--- src/rtl/lif_pkg.sv ---
// Shared types and range helpers for the LIF neuron datapath.
package lif_pkg;

    typedef enum logic {
        INTEGRATE  = 1'b0,
        REFRACTORY = 1'b1
    } lif_state_t;

    // Largest positive two's-complement value of a given width.
    function automatic int MAX_VALUE(input int width);
        return (1 << (width - 1)) - 1;
    endfunction

    // Most negative two's-complement value of a given width.
    function automatic int MIN_VALUE(input int width);
        return -(1 << (width - 1));
    endfunction

endpackage

--- src/rtl/lif_membrane_refractory_counter.sv ---
// Down-counter timing the refractory period; terminal count is flagged by last.
module refractory_counter
    import lif_pkg::*;
#(
    parameter int REFRACT_WIDTH = 4
) (
    input  logic                     clk,
    input  logic                     rst_n,
    input  logic                     load,
    input  logic [REFRACT_WIDTH-1:0] value,
    input  logic                     dec,
    output logic                     active,
    output logic                     last
);

    logic [REFRACT_WIDTH-1:0] rcnt;

    always_ff @(posedge clk or negedge rst_n) begin
        if (!rst_n) begin
            rcnt <= '0;
        end else if (load) begin
            rcnt <= value;
        end else if (dec && (rcnt != '0)) begin
            rcnt <= rcnt - 1'b1;
        end
    end

    assign active = (rcnt != '0);
    assign last   = (rcnt == REFRACT_WIDTH'(1));

endmodule

--- src/rtl/lif_membrane.sv ---
// LIF membrane stage: registers the normalized potential, fires on threshold,
// resets by subtraction and holds off integration for a refractory period.
//
//   state      | meaning
//   -----------+-----------------------------------------------------------
//   INTEGRATE  | u_in is accepted each enabled cycle; fires when u_in >= threshold
//   REFRACTORY | u_in ignored; membrane leaks; counter runs down to INTEGRATE
module lif_membrane
    import lif_pkg::*;
#(
    parameter int WIDTH         = 6,
    parameter int REFRACT_WIDTH = 4,
    parameter int COUNT_WIDTH   = 8
) (
    input  logic                     clk,
    input  logic                     rst_n,
    input  logic                     enable,
    input  logic signed [WIDTH-1:0]  u_in,
    input  logic [WIDTH-2:0]         threshold,
    input  logic [2:0]               leak_shift,
    input  logic [REFRACT_WIDTH-1:0] refract_cycles,
    input  logic                     count_clear,
    output logic signed [WIDTH-1:0]  u_fb,
    output logic                     spike,
    output logic                     refractory,
    output logic [COUNT_WIDTH-1:0]   spike_count
);

    lif_state_t state, state_next;

    logic signed [WIDTH-1:0] u_reg, u_next;
    logic signed [WIDTH-1:0] thr_ext;
    logic signed [WIDTH-1:0] u_shifted;
    logic signed [WIDTH-1:0] u_diff;
    logic                    at_threshold;
    logic                    spike_next;
    logic                    fire;
    logic                    rc_load;
    logic                    rc_dec;
    logic                    rc_active;
    logic                    rc_last;

    // Leak never overflows: subtracting a shifted copy shrinks the magnitude.
    assign u_shifted = u_reg >>> leak_shift;
    assign u_fb      = (leak_shift == 3'd0) ? u_reg : (u_reg - u_shifted);

    assign thr_ext      = $signed({1'b0, threshold});
    assign at_threshold = (u_in >= thr_ext);
    assign u_diff       = u_in - thr_ext;

    refractory_counter #(
        .REFRACT_WIDTH(REFRACT_WIDTH)
    ) u_refractory_counter (
        .clk    (clk),
        .rst_n  (rst_n),
        .load   (rc_load),
        .value  (refract_cycles),
        .dec    (rc_dec),
        .active (rc_active),
        .last   (rc_last)
    );

    always_ff @(posedge clk or negedge rst_n) begin
        if (!rst_n) begin
            state <= INTEGRATE;
            u_reg <= '0;
            spike <= 1'b0;
        end else begin
            state <= state_next;
            u_reg <= u_next;
            spike <= spike_next;
        end
    end

    always_comb begin
        state_next = state;
        u_next     = u_reg;
        spike_next = 1'b0;
        fire       = 1'b0;
        rc_load    = 1'b0;
        rc_dec     = 1'b0;
        if (enable) begin
            case (state)
                INTEGRATE: begin
                    if (at_threshold) begin
                        fire       = 1'b1;
                        spike_next = 1'b1;
                        u_next     = u_diff;
                        if (refract_cycles != '0) begin
                            rc_load    = 1'b1;
                            state_next = REFRACTORY;
                        end
                    end else begin
                        u_next = u_in;
                    end
                end
                REFRACTORY: begin
                    u_next = u_fb;
                    rc_dec = 1'b1;
                    // An idle counter here is unreachable; recover to INTEGRATE anyway.
                    if (rc_last || !rc_active) begin
                        state_next = INTEGRATE;
                    end
                end
                default: state_next = INTEGRATE;
            endcase
        end
    end

    assign refractory = (state == REFRACTORY);

    always_ff @(posedge clk or negedge rst_n) begin
        if (!rst_n) begin
            spike_count <= '0;
        end else if (count_clear) begin
            spike_count <= '0;
        end else if (fire && (spike_count != '1)) begin
            spike_count <= spike_count + 1'b1;
        end
    end

endmodule

--- config.mk ---
export PLATFORM = sky130hd
export DESIGN_NAME = lif_membrane
export DESIGN_NICKNAME = d
export VERILOG_FILES = /design/src/rtl/lif_pkg.sv /design/src/rtl/lif_membrane_refractory_counter.sv /design/src/rtl/lif_membrane.sv
export SDC_FILE = /design/constraint.sdc
export NUM_CORES = 1
export LEC_CHECK = 0
export CORE_ASPECT_RATIO = 0.8
export CORE_MARGIN = 4
export CORE_UTILIZATION = 30
export CTS_CLUSTER_DIAMETER = 200
export DETAILED_ROUTE_END_ITERATION = 8
export SLEW_MARGIN = 20
export SYNTH_ARGS = -nofsm -noshare
export SYNTH_HDL_FRONTEND = slang
export SYNTH_HIERARCHICAL = 1
export SYNTH_SLANG_ARGS = --single-unit
--- constraint.sdc ---
create_clock -name clk -period 5.6 [get_ports clk]
set_input_delay 1.12 -clock clk [delete_from_list [all_inputs] [get_ports clk]]
set_output_delay 1.12 -clock clk [all_outputs]
set_load 0.05 [all_outputs]
Yosys cells after proc, flatten, opt, wreduce, memory -nomap -nowiden
Cells that the tools add are included.
W data, S select, Z words.

operators by class
  add/sub/neg operators = 4
  $mul = 0
  div/mod/pow operators = 0
  magnitude comparators = 1
  eq/ne operators = 2
  shifts and indexed selects = 1
  multiplexer cells = 18
  bitwise logic cells = 1
  reduce and logical (&&, ||, !) cells = 9

operators with widths
  operator               count
  $mux W8                2
  $mux W6                2
  $pmux W6 S2            1
  $sub A6 B6 Y6          2
  $mux W1                10
  $add A8 B1 Y8 const B  1
  $mux W4                2
  $ne A8 B8 Y1 const B   1
  $reduce_bool A4 Y1     2
  $ge A6 B6 Y1           1
  $sshr A6 B3 Y6         1
  $eq A4 B1 Y1 const B   1
  $reduce_bool A2 Y1     2
  $sub A4 B1 Y4 const B  1
  $logic_not A3 Y1       1
  $logic_and A1 B1 Y1    2
  $pmux W1 S2            1
  $logic_not A1 Y1       1
  $logic_or A1 B1 Y1     1
  $not A1 Y1             1

word-level totals
  bits in registers = 20
  latch bits = 0
  memory bits (writable) = 0
  ROM bits = 0
  input bits = 22
  output and inout bits = 16
  memories = 0

Logic depth before layout (Yosys ltp)
Gate-level depths: netlist of the first run.

  word-level depth = 7
  gate-level depth with buffers = 13

Hierarchy
The synthesis of the first run kept the hierarchy.

modules (own cells, without submodules)
  module              times used  cells an instance  area an instance (sq um)  seq. area each (sq um)
  lif_membrane        1           170                1493.9                    400.4
  refractory_counter  1           31                 277.8                     100.1

Worst setup path before layout of the first run
OpenSTA, ideal clock, no wires.

  kind = input port to output port
  start = input port leak_shift[0]
  end = output port u_fb[0]
  arrival = 3.425 ns
  setup slack = 1.055 ns
  stages = 6
  buffers on the path = 1
  cell sequence = clkbuf_1 -> mux2_2 -> a211oi_1 -> a21oi_1 -> ha_1 -> o21ai_0

on the way
  cells in the longest elaborated chain, start to end = 3
  elaborated cells between the ends (all ways) = 4
  classes of those cells = add/sub (1); shift (1); mux (1); reduce/logical (1)

ends and longest elaborated chain
  item             RTL line            text
  start, declared  lif_membrane.sv:20  input logic [2:0] leak_shift,
  $sshr A6 B3 Y6   lif_membrane.sv:44  assign u_shifted = u_reg >>> leak_shift;
  $sub A6 B6 Y6    lif_membrane.sv:45  assign u_fb = (leak_shift == 3'd0) ? u_reg : (u_reg - u_shifted);
  $mux W6 (*)      lif_membrane.sv:45
  end, declared    lif_membrane.sv:23  output logic signed [WIDTH-1:0] u_fb,

Every way passes the cells marked *; elsewhere a longest branch is shown, timed or not.

Worst setup path in the final report of the first run
  start = input port leak_shift[0]
  end = output port u_fb[4]

Same word-level chain as after synthesis.

==> summary.txt, run 1 <==
Clock tree
  • CTS max path bufs: 2
  • TritonCTS buffer count: 3
  • Hold buffer count at CTS: 0
  • Clk root buf: clkbuf_8
  • Clock Sinks: 20
  • Clk_lat worst skew: 270 ps
  • TritonCTS clock tree: done
  • Clock transition at the registers of the reported paths: 70 ps
  • Resized cells post-CTS: 0
  • H-tree levels: 1
  • Post CTS Setup Buffer Count: 0

Layout
  • Layout Nets: 274
  • Multi-input logic area: 0.00119 sq mm
  • FF/Latch Area: 500 sq um
  • P&R area growth vs syn: 31.7%
  • Share of cells above drive strength 1: 10.6%
  • Inserted Diodes: 0
  • Post-route core utilization: 41.8%
  • Post-layout instance area: 0.00233 sq mm
  • Largest register FFs: 8
  • Fillers: 563

Die
  • Initial Util: 31.7%
  • Site Rows: 24
  • Die Ht: 76.7 um
  • Chip Width: 93.9 um
  • # IOs: 38
  • Core footprint: 0.00559 sq mm
  • Die area: 0.00721 sq mm

Timing
  • Tmin final: 4850 ps
  • Unrepaired setup endpoints after global routing: false
  • Final setup fails: 0
  • Final setup TNS: 0 ps
  • Fin. Hold Viols: 0
  • Period utilization: 86.6%
  • Skew final: 9.14 ps
  • Slew Viols, Final: 0
  • Worst-margin pin slew: 899 ps
  • Relative max-transition margin: 39.9%
  • Fmax: 206 MHz

Routing
  • Met1 WL: 2160 um
  • Drt first pass iters: 4
  • Routed WL: 4240 um
  • WL/cell: 13.5 um
  • Vias: 1589
  • 1st-iter DRT viols: 65
  • DRC violations left: 0
  • Top Metal Used: met4
  • Antenna-violating nets left: 0
  • Vias per cell: 5.06
  • WL met3: 110 um
  • Met2 WL post-DR: 1920 um

Synth
  • Post-Syn Area: 0.00177 sq mm
  • Async SR Flop Fraction: 100%
  • Number of synthesized flops with an enable pin: 0
  • Post-Synthesis Cells: 201
  • Synth warn: 6
  • Syn_nets: 238
  • Cell variety after synth: 55
  • Ys flop type: dfrtp_1
  • Syn avg cell area: 8.81 sq um
  • Register area share after synthesis: 28.2%
  • Flops & latches, synth: 20

GRT
  • Initial antenna violation count: 0
  • First-pass GRT wire length: 7090 um
  • Pin count of the biggest net entering global routing: 21
  • Total GRT Usage: 12.0%
  • Total gr overflow: 0
  • Vias in the first global route: 1497

Outcome
  • Status: complete, no violations

Pwr
  • VDD IR max: 0.520 mV
  • Switching share of power: 45.6%
  • Combinational share of power: 69.6%
  • Static leakage: 0.993 nW
  • Power share of the clock group: 11.3%
  • Net Sw Power: 0.595 mW
  • Sequential share of power: 19.1%
  • PD cells: 559 mW/mm^2
  • Int Pwr: 0.709 mW

Worst setup path
  • Crit path max fanout: 8
  • Reg2Reg Capture Point: u_reg[4]
  • CP Data Required Time: 4480 ps
  • Critical R2R Launch: u_reg[1]
  • Crit path DAT: 3730 ps
  • Critical Path End: u_fb[4]
  • Crit. End Element: output pin
  • Crit path launch: leak_shift[0]
  • CP Class: input port to output pin
  • Path depth of the worst reg2reg path: 12
  • R2R Setup Slk: 3240 ps
  • Startpoint types: input port

Flow run
  • # Max-Cap Violations: 0

Placement
  • Area after DPL: 0.00226 sq mm
  • DP Wirelength: 3390 um
  • Gpl congestion: 0.818
  • I/O Buffers: 37

Worst hold path
  • Hold/Removal Path Class: register to register
[power groups by stage]
stage	Sequential (mW)	Combinational, mW	Clock, mW
final	0.250	0.908	0.147
after global routing	0.258	0.975	0.155
after CTS	0.249	0.917	0.151
after detailed placement	0.252	0.912	0
after global placement	0.251	0.908	0
after floorplan	0.249	0.552	0
[through the flow]
step / power, mW / setup WS [ps] / hold slack [ps] / instances
after floorplan: 0.801 / 1060 / 509 / 201
after global placement: 1.16 / 765 / 556 / 310
after detailed placement: 1.16 / 732 / 558 / 310
after CTS: 1.32 / 730 / 572 / 314
after global routing: 1.39 / 598 / 620 / 314
final: 1.30 / 751 / 575 / 314
[worst min-delay path by stage]
stage	startpoint	to	slack, ps	cells past startpoint
final	u_reg[0]	u_reg[0]	570	2
after global routing	u_reg[0]	u_reg[0]	620	2
after CTS	u_reg[0]	u_reg[0]	570	2
after detailed placement	u_reg[0]	u_reg[0]	560	2
after global placement	u_reg[0]	u_reg[0]	560	2
after floorplan	u_reg[0]	u_reg[0]	510	2
[synthesized netlist by cell type (3+ instances only)]
| master | number | area (sq um) |
|---|---|---|
| a21oi_1 | 16 | 80.1 |
| a22oi_1 | 3 | 22.5 |
| and3_1 | 3 | 18.8 |
| clkbuf_1 | 4 | 15.0 |
| dfrtp_1 | 20 | 500 |
| ha_1 | 13 | 163 |
| inv_1 | 13 | 48.8 |
| mux2_2 | 9 | 101 |
| mux2i_1 | 9 | 90.1 |
| nand2_1 | 16 | 60.1 |
| nand2b_1 | 5 | 31.3 |
| nand3_1 | 3 | 15.0 |
| nor2_1 | 12 | 45.0 |
| nor2b_1 | 6 | 37.5 |
| nor3_1 | 4 | 20.0 |
| nor3b_1 | 4 | 30.0 |
| o21ai_0 | 12 | 60.1 |
| xnor2_1 | 3 | 26.3 |
| xor2_1 | 3 | 26.3 |
[layout make-up]
type	instances	share of cell area [%]
Clock buffer	3	1.77
Inverter	13	2.09
Tap cell	78	4.18
Sequential cell	20	21.4
Clock inverter	1	1.29
Multi-Input combinational cell	161	50.9
Timing Repair Buffer	38	18.3
[layer usage]
metal | global-route usage (%) | vias up
li1 | - | 810
met2 | 18.9 | 22
met5 | 0 | -
met1 | 17.3 | 753
met4 | 3.90 | 0
met3 | 1.17 | 4
[layout by cell type, fill, tap and decap left out, types with 2 or more instances in the layout]
cell / synthesis / final
a21o_1: 2 / 2
clkdlybuf4s50_1: 0 / 32
nand2b_1: 5 / 5
a22o_1: 2 / 2
fa_1: 2 / 2
mux2_2: 9 / 9
or3_1: 2 / 2
inv_1: 13 / 13
nor2_1: 12 / 12
or3b_1: 2 / 2
dfrtp_1: 20 / 20
nor4_1: 2 / 2
nand2_1: 16 / 16
nor2b_1: 6 / 6
a211oi_1: 2 / 2
buf_12: 0 / 5
o21ai_0: 12 / 12
and3_1: 3 / 3
nor3b_1: 4 / 4
nand3_1: 3 / 3
ha_1: 13 / 13
xor2_1: 3 / 3
clkbuf_8: 0 / 3
mux2i_1: 9 / 9
xnor2_1: 3 / 3
a21oi_1: 16 / 16
nor3_1: 4 / 4
a22oi_1: 3 / 3
[logic make-up (layout without fill, tap and decap cells)]
group / after synthesis / count (layout) / synth area share [%]
muxes: 19 / 19 / 11.4
buffers and inverters: 20 / 55 / 4.73
adders and majority gates: 15 / 15 / 11.4
and+or+nand+nor: 69 / 69 / 21.5
xor gates and xnor gates: 6 / 6 / 2.97
AOI/OAI and AO/OA: 52 / 52 / 19.6
DFF: 20 / 20 / 28.2
[critical path, stage by stage]
cell and delay, ps:
clkdlybuf4s50_1 650, mux2_2 230, a211oi_1 60, a21oi_1 140, ha_1 190, inv_1 50, fa_1 390, a21o_1 170
a21oi_1 170, xnor2_1 110, mux2_2 290, buf_12 150
Note: power is estimated with default switching activity, not from simulation.
==> inputs of run 2 (changes only) <==
Settings changed: CORE_MARGIN 4 to unset, CTS_BUF_LIST set to sky130_fd_sc_hd__clkbuf_8 sky130_fd_sc_hd__clkbuf_16, SYNTH_HIERARCHICAL 1 to unset.
==> run 2 against run 1 <==
  * Total power down 17%
  * Worst setup slack worse by 430 ps
  * Clock skew shrank 7.6 ps
  * Global-route usage grew 2.5 points
  * Combinational power down 18%
  * Die area decreased by 16%
  * Count of clock-buffer cells in the layout unchanged
  * Critical path depth fell by 1
  * Non-clock buffer count unchanged
  * Clock power shrank 36%
  * Largest power group unchanged
==> summary.txt, run 2 <==
Placement
  • Gpl congestion: 0.822 (+0.46%)
  • DP Wirelength: 3240 um (-4.2%)
  • I/O Buffers: 37 (unchanged)

Pwr
  • PD cells: 489 mW/mm^2 (-13%)
  • VDD IR max: 0.392 mV (-25%)
  • Total power draw: 1.08 mW (-17%)
  • Static leakage: 0.943 nW (-5.1%)

Clock tree
  • Clk_lat worst skew: 260 ps (about the same)
  • Post CTS Setup Buffer Count: 0 (unchanged)
  • Clock Sinks: 20 (unchanged)
  • Hold buffer count at CTS: 0 (unchanged)
  • CTS max path bufs: 2 (unchanged)
  • Resized cells post-CTS: 0 (unchanged)
  • H-tree levels: 1 (unchanged)
  • Clock transition at the registers of the reported paths: 70 ps (about the same)
  • Clk root buf: clkbuf_8
  • TritonCTS clock tree: done
  • TritonCTS buffer count: 3 (unchanged)

Worst setup path
  • Crit. End Element: output pin
  • Startpoint types: input port
  • Crit path max fanout: 11 (+3)
  • CP Data Required Time: 4480 ps (about the same)
  • CP Class: input port to output pin
  • Crit path launch: leak_shift[0]
  • Critical R2R Launch: u_reg[1]
  • Crit path DAT: 4160 ps (+430 ps)

Worst hold path
  • Hold/Removal Path Class: register to register
  • Hold Startpoint: u_reg[0]

Flow run
  • # Max-Cap Violations: 0 (unchanged)

Synth
  • Commonest cells in the netlist: 26 x nor2_1, 24 x nand2_1, 20 x a21oi_1, 20 x dfrtp_1
  • Synth top area cells: dfrtp_1 29%, ha_1 9.4%, a21oi_1 5.8%, nor2_1 5.6%, nand2_1 5.2%
  • Syn avg cell area: 8.24 sq um (-6.5%)
  • Register area share after synthesis: 28.9% (+0.67 points)
  • Number of synthesized flops with an enable pin: 0 (unchanged)
  • Post-synth top area cell: dfrtp_1
  • Syn_nets: 247 (+3.8%)
  • Async SR Flop Fraction: 100% (unchanged)
  • Flops & latches, synth: 20 (unchanged)
  • Post-Synthesis Cells: 210 (+4.5%)
  • Count leader, synth: nor2_1
  • Cell variety after synth: 48 (-13%)
  • Ys flop type: dfrtp_1
  • Post-synth top area share: 28.9% (+0.67 points)
  • Post-Syn Area: 0.00173 sq mm (-2.3%)
  • Synth warn: 0 (-6)

Die
  • Site Rows: 24 (unchanged)
  • # IOs: 38 (unchanged)
  • Chip Width: 86.9 um (-7.5%)
  • Die Ht: 69.9 um (-8.9%)
  • Die area: 0.00608 sq mm (-16%)
  • Core footprint: 0.00550 sq mm (-1.6%)
  • Initial Util: 31.5% (-0.23 points)

Routing
  • Vias per cell: 4.94 (-2.4%)
  • DRC violations left: 0 (unchanged)
  • Drt first pass iters: 5 (+1)
  • Antenna-violating nets left: 0 (unchanged)
  • WL/cell: 12.6 um (-6.4%)
  • Routed WL: 4080 um (-3.7%)
  • 1st-iter DRT viols: 113 (+74%)
  • Vias: 1596 (+0.44%)

GRT
  • Global-route track usage on met3: 2.72% (+1.5 points)
  • Initial antenna violation count: 0 (unchanged)
  • Total gr overflow: 0 (unchanged)
  • Pin count of the biggest net entering global routing: 21 (unchanged)
  • Most Crowded Layer GR: met1
  • Vias in the first global route: 1443 (-3.6%)
  • Global Route met1 Usage: 21.6% (+4.4 points)
  • First-pass GRT wire length: 6950 um (-1.9%)
  • Total GRT Usage: 14.6% (+2.5 points)
  • Met2 usage: 21.6% (+2.8 points)

Layout
  • Share of cells above drive strength 1: 6.94% (-3.7 points)
  • Most frequent cells in the layout: 36 x clkdlybuf4s50_1, 26 x nor2_1, 24 x nand2_1
  • Most common cell after layout, fill and taps aside: clkdlybuf4s50_1
  • P&R area growth vs syn: 28.1%
  • Layout Nets: 284 (+3.6%)
  • Inserted Diodes: 0 (unchanged)
  • Largest register FFs: 8 (unchanged)

Timing
  • Final setup fails: 0 (unchanged)
  • Unrepaired setup endpoints after global routing: false
  • Skew final: 1.51 ps (-7.64 ps)
  • Tmin final: 5280 ps (+427 ps)
  • Relative max-transition margin: 39.9% (about the same)
  • Final setup TNS: 0 ps (unchanged)
  • Slew Viols, Final: 0 (unchanged)
  • Worst-margin pin slew: 899 ps (+0.465 ps)
  • Fmax: 190 MHz (-8.1%)
  • Period utilization: 94.2% (+7.6 points)
  • Fin. Hold Viols: 0 (unchanged)

Outcome
  • Status: complete, no violations
==> run 2: cell types whose count changed in the layout (fill, tap and decap cells not counted), sizes merged, moves of 4 or more <==
cell           change
buf                -4
a21oi              +5
clkdlybuf4s50      +4
nand2              +8
mux2               -6
o211ai             +4
nor2              +14
mux2i              -6
nor3b              -4
==> run 2: worst max-delay path, cell delays in order <==
cell	delay, ps
clkdlybuf4s50_1	720
mux2i_1	310
nand2_1	90
a21oi_1	150
a21oi_1	60
ha_1	210
nand2b_1	170
a21oi_1	170
xor2_1	190
mux2_2	170
clkdlybuf4s50_1	790
==> run 2: metrics by stage <==
stage / util, % / worst slack [ps] / instance area, sq um / hold slack [ps] / std cells
2_1_floorplan: - / 1130 / 1730 / 488 / 210
3_3_place_gp: 39.6 / 445 / 2180 / 522 / 320
3_5_place_dp: 39.6 / 375 / 2180 / 533 / 320
4_1_cts: 40.3 / 353 / 2220 / 548 / 323
5_1_grt: 40.3 / 143 / 2220 / 587 / 323
6_report: 40.3 / 324 / 2220 / 540 / 323
==> run 2: metal layers <==
layer  vias to the layer above  wire length [um]
li1                        823                 -
met1                       739              2030
met2                        32              1850
met3                         2               191
met4                         0                 8
met5                         -                 0
==> run 2: cells by family after synthesis <==
| logic type | after synthesis | share of synthesized area (%) |
|---|---|---|
| buffers and inverters | 19 | 4.41 |
| AO/OA/AOI/OAI | 57 | 22.9 |
| flip-flops | 20 | 28.9 |
| adder cells (fa/ha/maj) | 15 | 11.7 |
| XOR/XNOR | 11 | 5.57 |
| multiplexers | 7 | 4.34 |
| AND/OR/NAND/NOR | 81 | 22.2 |
==> run 2: final timing paths <==
check	endpoint	cells past startpoint	slack (ps)
worst max-delay path	u_fb[3]	11	320
worst min register to register	u_reg[0]	2	540
max in group asynchronous	spike_count[4]	1	3680
worst min-delay path	u_reg[0]	2	540
worst max register to register	u_reg[4]	12	3210
min in group asynchronous	u_refractory_counter.rcnt[2]	1	1370
==> run 2: cell type report <==
cell class | count | area (sq um)
repair buffers | 38 | 375
flip-flops and latches | 20 | 500
well taps | 78 | 97.6
inverters | 13 | 48.8
fillers | 547 | 3280
multi-input cells | 171 | 1150
clock buffers | 3 | 41.3
==> run 2: power by group <==
group / switching [mW] / internal, mW / total, mW
combinational: 0.455 / 0.288 / 0.744
sequential: 0.0612 / 0.185 / 0.246
clock: 0.0466 / 0.0479 / 0.0945
==> inputs of run 3 (changes only) <==
Settings changed: CORE_MARGIN set to 2, CTS_CLUSTER_DIAMETER 200 to unset.
==> run 3 against run 2 <==
  * Global-route usage decreased by 0.65 points
  * Sequential power about the same
  * Fmax increased by 0.71%
  * Combinational power increased by 0.5%
  * Largest power group unchanged
==> summary.txt, run 3 (same netlist as run 2, synthesis figures left out) <==
Layout
  • Largest register FFs: 8 (unchanged)
  • Most common cell after layout, fill and taps aside: clkdlybuf4s50_1
  • P&R area growth vs syn: 29.6%
  • Most frequent cells in the layout: 35 x clkdlybuf4s50_1, 26 x nor2_1, 24 x nand2_1
  • Layout Nets: 284 (unchanged)
  • Post-layout instance area: 0.00224 sq mm (+1.1%)
  • Inserted Diodes: 0 (unchanged)
  • Share of cells above drive strength 1: 7.72% (+0.78 points)

Die
  • Die area: 0.00640 sq mm (+5.2%)
  • # IOs: 38 (unchanged)
  • Core footprint: 0.00550 sq mm (unchanged)
  • Die Ht: 71.9 um (+2.9%)
  • Site Rows: 24 (unchanged)
  • Initial Util: 31.5% (unchanged)
  • Chip Width: 88.9 um (+2.3%)

Timing
  • Fin. Hold Viols: 0 (unchanged)
  • Final setup TNS: 0 ps (unchanged)
  • Unrepaired setup endpoints after global routing: false
  • Worst-margin pin slew: 657 ps (-242 ps)
  • Fmax: 191 MHz (+0.71%)
  • Relative max-transition margin: 55.9% (+16 points)
  • Tmin final: 5240 ps (-37.3 ps)
  • Skew final: 8.79 ps (+7.28 ps)
  • Period utilization: 93.6% (-0.67 points)
  • Slew Viols, Final: 0 (unchanged)
  • Final setup fails: 0 (unchanged)
  • Hold_ws: 553 ps (+12.9 ps)

Worst hold path
  • Worst hold path depth: 2 (unchanged)
  • WHS Endpoint: u_reg[0]
  • Hold/Removal Path Class: register to register
  • Hold Startpoint: u_reg[0]

Worst setup path
  • R2R Setup Slk: 3190 ps (-20 ps)
  • Crit. End Element: output pin
  • Crit path max fanout: 11 (unchanged)
  • Highest cell delay on the worst timing path: 790 ps (about the same)
  • Crit path DAT: 4120 ps (-40 ps)
  • Crit-path cells: clkdlybuf4s50_1 -> mux2i_1 -> nand2_1 -> a21oi_1 -> a21oi_1 -> ha_1 -> nand2b_1 -> a21oi_1 -> xor2_1 -> mux2_2 -> clkdlybuf4s50_1
  • Most numerous cell on the critical path: a21oi_1
  • Critical R2R Launch: u_reg[1]
  • Reg2Reg Capture Point: u_reg[4]
  • CP Data Required Time: 4480 ps (about the same)
  • CP Class: input port to output pin
  • Path depth of the worst reg2reg path: 12 (unchanged)
  • Startpoint types: input port
  • CP max-delay cell: clkdlybuf4s50_1

GRT
  • Global-route track usage on met3: 2.16% (-0.56 points)
  • Pin count of the biggest net entering global routing: 21 (unchanged)
  • Total gr overflow: 0 (unchanged)
  • First-pass GRT wire length: 7120 um (+2.5%)
  • Global Route met1 Usage: 21.2% (-0.46 points)
  • Initial antenna violation count: 0 (unchanged)
  • Met2 usage: 20.6% (-0.96 points)
  • Total GRT Usage: 13.9% (-0.65 points)
  • Most Crowded Layer GR: met1
  • Vias in the first global route: 1509 (+4.6%)

Clock tree
  • Hold buffer count at CTS: 0 (unchanged)
  • Resized cells post-CTS: 0 (unchanged)
  • Clk_lat worst skew: 260 ps (about the same)
  • Post CTS Setup Buffer Count: 0 (unchanged)
  • Clock transition at the registers of the reported paths: 80 ps (about the same)
  • H-tree levels: 1 (unchanged)
  • CTS max path bufs: 2 (unchanged)
  • TritonCTS buffer count: 3 (unchanged)
  • Clk root buf: clkbuf_8
  • TritonCTS clock tree: done
  • Clock Sinks: 20 (unchanged)

Routing
  • Vias: 1609 (+0.81%)
  • Vias per cell: 4.97 (+0.50%)
  • 1st-iter DRT viols: 111 (-1.8%)
  • Drt first pass iters: 4 (-1)
  • Antenna-violating nets left: 0 (unchanged)
  • Routed WL: 4170 um (+2.3%)
  • DRC violations left: 0 (unchanged)
  • WL/cell: 12.9 um (+2.0%)

Placement
  • Area after DPL: 0.00218 sq mm (unchanged)
  • DP Wirelength: 3300 um (+1.6%)
  • Gpl congestion: 0.769 (-6.4%)
  • I/O Buffers: 37 (unchanged)

Pwr
  • VDD IR max: 0.370 mV (-5.6%)
  • PD cells: 508 mW/mm^2 (+3.7%)
  • Static leakage: 0.957 nW (+1.5%)

Flow run
  • # Max-Cap Violations: 0 (unchanged)

Outcome
  • Status: complete, no violations
## run 3: cell types whose count changed in the layout (fill, tap and decap cells not counted), sizes merged
cell,delta
buf,+1
bufinv,+1
clkdlybuf4s50,-1
## run 3: final cells by class
cell class | count | area, sq um
clock buffers | 3 | 41.3
clock inverters | 1 | 30.0
fillers | 555 | 3250
inverters | 13 | 48.8
multi-input cells | 171 | 1150
flip-flops and latches | 20 | 500
well taps | 78 | 97.6
repair buffers | 38 | 370
## run 3: worst max-delay path: cells and delay by family
kind,cells,cell delay (ps)
xor gates and xnor gates,1,200
muxes,2,450
buffers and inverters,2,1510
AOI/OAI and AO/OA,3,370
adders and majority gates,1,220
and+or+nand+nor,2,250
## run 3: power by group
| group | internal, mW | switching (mW) | total [mW] |
|---|---|---|---|
| Sequential | 0.185 | 0.0596 | 0.245 |
| Combinational | 0.288 | 0.459 | 0.748 |
| Clock | 0.0954 | 0.0503 | 0.146 |
## run 3: how the worst max path moves through the flow
| stage | slack, ps | start | end |
|---|---|---|---|
| after floorplan | 1130 | leak_shift[0] | u_fb[2] |
| after global routing | 190 | leak_shift[0] | u_fb[3] |
| final | 360 | leak_shift[0] | u_fb[3] |
| after CTS | 370 | leak_shift[0] | u_fb[2] |
| after global placement | 430 | leak_shift[0] | u_fb[3] |
| after detailed placement | 390 | leak_shift[0] | u_fb[2] |
## run 3: per-layer routing
layer  up-vias  part of all wire, %
li1        826                    -
met1       750                   52
met2        31                   45
met3         2                  2.7
met4         0                 0.50
met5         -                    0
## run 3: per-stage QoR
| step | worst slack (ps) | instances | utilization (%) | power [mW] |
|---|---|---|---|---|
| final | 361 | 324 | 40.8 | 1.14 |
| after global routing | 195 | 324 | 40.8 | 1.22 |
| after CTS | 374 | 324 | 40.9 | 1.15 |
| after detailed placement | 391 | 320 | 39.6 | 0.995 |
| after global placement | 435 | 320 | 39.6 | 0.985 |
| after floorplan | 1130 | 210 | - | 0.779 |
==> variant: new RTL, settings of run 1 <==
`REFRACT_WIDTH` is set to 4 in 2 places; all go to 6.
--- a/src/rtl/lif_membrane_refractory_counter.sv
+++ b/src/rtl/lif_membrane_refractory_counter.sv
@@ -3,5 +3,5 @@
     import lif_pkg::*;
 #(
-    parameter int REFRACT_WIDTH = 4
+    parameter int REFRACT_WIDTH = 6
 ) (
     input  logic                     clk,
--- a/src/rtl/lif_membrane.sv
+++ b/src/rtl/lif_membrane.sv
@@ -10,5 +10,5 @@
 #(
     parameter int WIDTH         = 6,
-    parameter int REFRACT_WIDTH = 4,
+    parameter int REFRACT_WIDTH = 6,
     parameter int COUNT_WIDTH   = 8
 ) (
Ports: changed (resized refract_cycles); port bits go from 38 to 40. No check against the original RTL was run, so the function may have changed too.
==> variant against run 1 <==
Clock power fell by 22%; wire length rose by 5.9%; sequential cell count rose by 2; cell area rose by 7.2%; critical path depth fell by 5; area after synthesis rose by 8.7%; total power rose by 5.1%; first-iteration DRC count rose by 28%; via count rose by 9.8%; worst setup slack got worse by 0.050 ns; global-route usage fell by 0.19 points.
==> variant: results <==
[critical_path]
ff2ff_path_depth = 7
r2r_setup_slack_ns = 3.09
crit_arrival_ns = 3.78
r2r-end = "u_refractory_counter/rcnt[0]"
crit_path_end = "u_fb[0]"
critPathMaxFanout = 8
worstReg2RegStart = "refractory"
crit_start = "leak_shift[0]"

[yosys]
ys_warn_count = 6
ys_top_cells_by_area = "dfrtp_1, ha_1, mux2_2"
syn_avg_cell_area_um2 = 8.87
synth_commonest_cells = "dfrtp_1, a21oi_1, inv_1, nor2_1, ha_1"
async_flop_share_pct = 100
ys_seq_area_share_pct = 28.6
synth_fp_nets = 257
synth_edf_count = 0
synth_cell_type_count = 57

[cts]
clk_pin_slew_ns = 0.08
h-tree-depth = 1
cts_setup_buffers = 0

[power_and_ir_drop]
p_comb_mw = 0.976
pwr-share-comb_pct = 71.2
p_switching_mw = 0.641
vdd_drop_max_v = 0.000203
leakagePower_nw = 1.07
p_clk_share_pct = 8.4

[place]
hpwl_um = 3610
placedCellCount = 333
gp_congestion = 0.817
io_buffers = 39

[global_route]
grt_usage_pct = 11.8
grt_first_pass_wirelength_um = 7870
grt_antenna_before_repair = 0
grt_pass1_vias = 1680
grt_start_max_net_pins = 23

[final_layout]
largest_reg_flops = 8
fillers = 625
fin_cells = 337
final_layout_size_suffix_gt1_share_pct = 10.9
nets = 297

[sta]
setup_tns_ns = 0
worst_slew_pin_slew_ns = 0.676
skew_ns = 0.00369

[route]
routed_wl_um = 4490
first_pass_iters = 4
drt-vias-per-instance = 5.18
first_iter_violations = 83

[run_status]
status = "finished clean"
==> variant: per-layer routing <==
metal	global-route usage, %	up-vias	routed length, um
met5	0	-	0
met4	0.968	0	4
met3	2.79	2	175
met2	19.2	29	2050
met1	16.7	825	2260
li1	-	888	-
==> variant: how the worst min path moves through the flow <==
| stage | to | slack, ns | depth (start not counted) | startpoint |
|---|---|---|---|---|
| finish | u_reg[0] | 0.58 | 2 | u_reg[0] |
| detailed placement | u_reg[0] | 0.58 | 2 | u_reg[0] |
| CTS | u_reg[0] | 0.60 | 2 | u_reg[0] |
| global placement | u_reg[0] | 0.58 | 2 | u_reg[0] |
| floorplan | u_reg[0] | 0.51 | 2 | u_reg[0] |
| global route | spike_count[7] | 0.62 | 2 | spike_count[7] |
==> variant: cells by family (layout without fill, tap and decap cells) <==
logic type	after synthesis	count (layout)	synth area share (%)
flops	22	22	28.6
compound gates	59	59	21.4
buf+inv	22	61	4.74
xor+xnor	6	6	2.73
simple gates	74	74	21.3
fa+ha+maj	16	16	11.2
mux	18	18	10.0
==> variant: per-stage QoR <==
| stage | area (um2) | setup slack, ns |
|---|---|---|
| 2_1_floorplan | 1930 | 1.06 |
| 3_5_place_dp | 2450 | 0.670 |
| 6_report | 2500 | 0.701 |
| 4_1_cts | 2510 | 0.653 |
| 3_3_place_gp | 2450 | 0.681 |
| 5_1_grt | 2500 | 0.486 |
==> variant: layout make-up <==
class,instances,area share (%)
multi-input cells,173,51.3
flip-flops and latches,22,22.0
repair buffers,41,18.0
well taps,81,4.05
inverters,16,2.40
clock buffers,4,2.20
==> variant: worst max-delay path, stage by stage <==
cell	delay [ns]
clkdlybuf4s50_1	0.66
mux2_2	0.39
a211oi_1	0.22
a21oi_1	0.07
ha_1	0.30
o21ai_0	0.18
clkdlybuf4s50_1	0.83
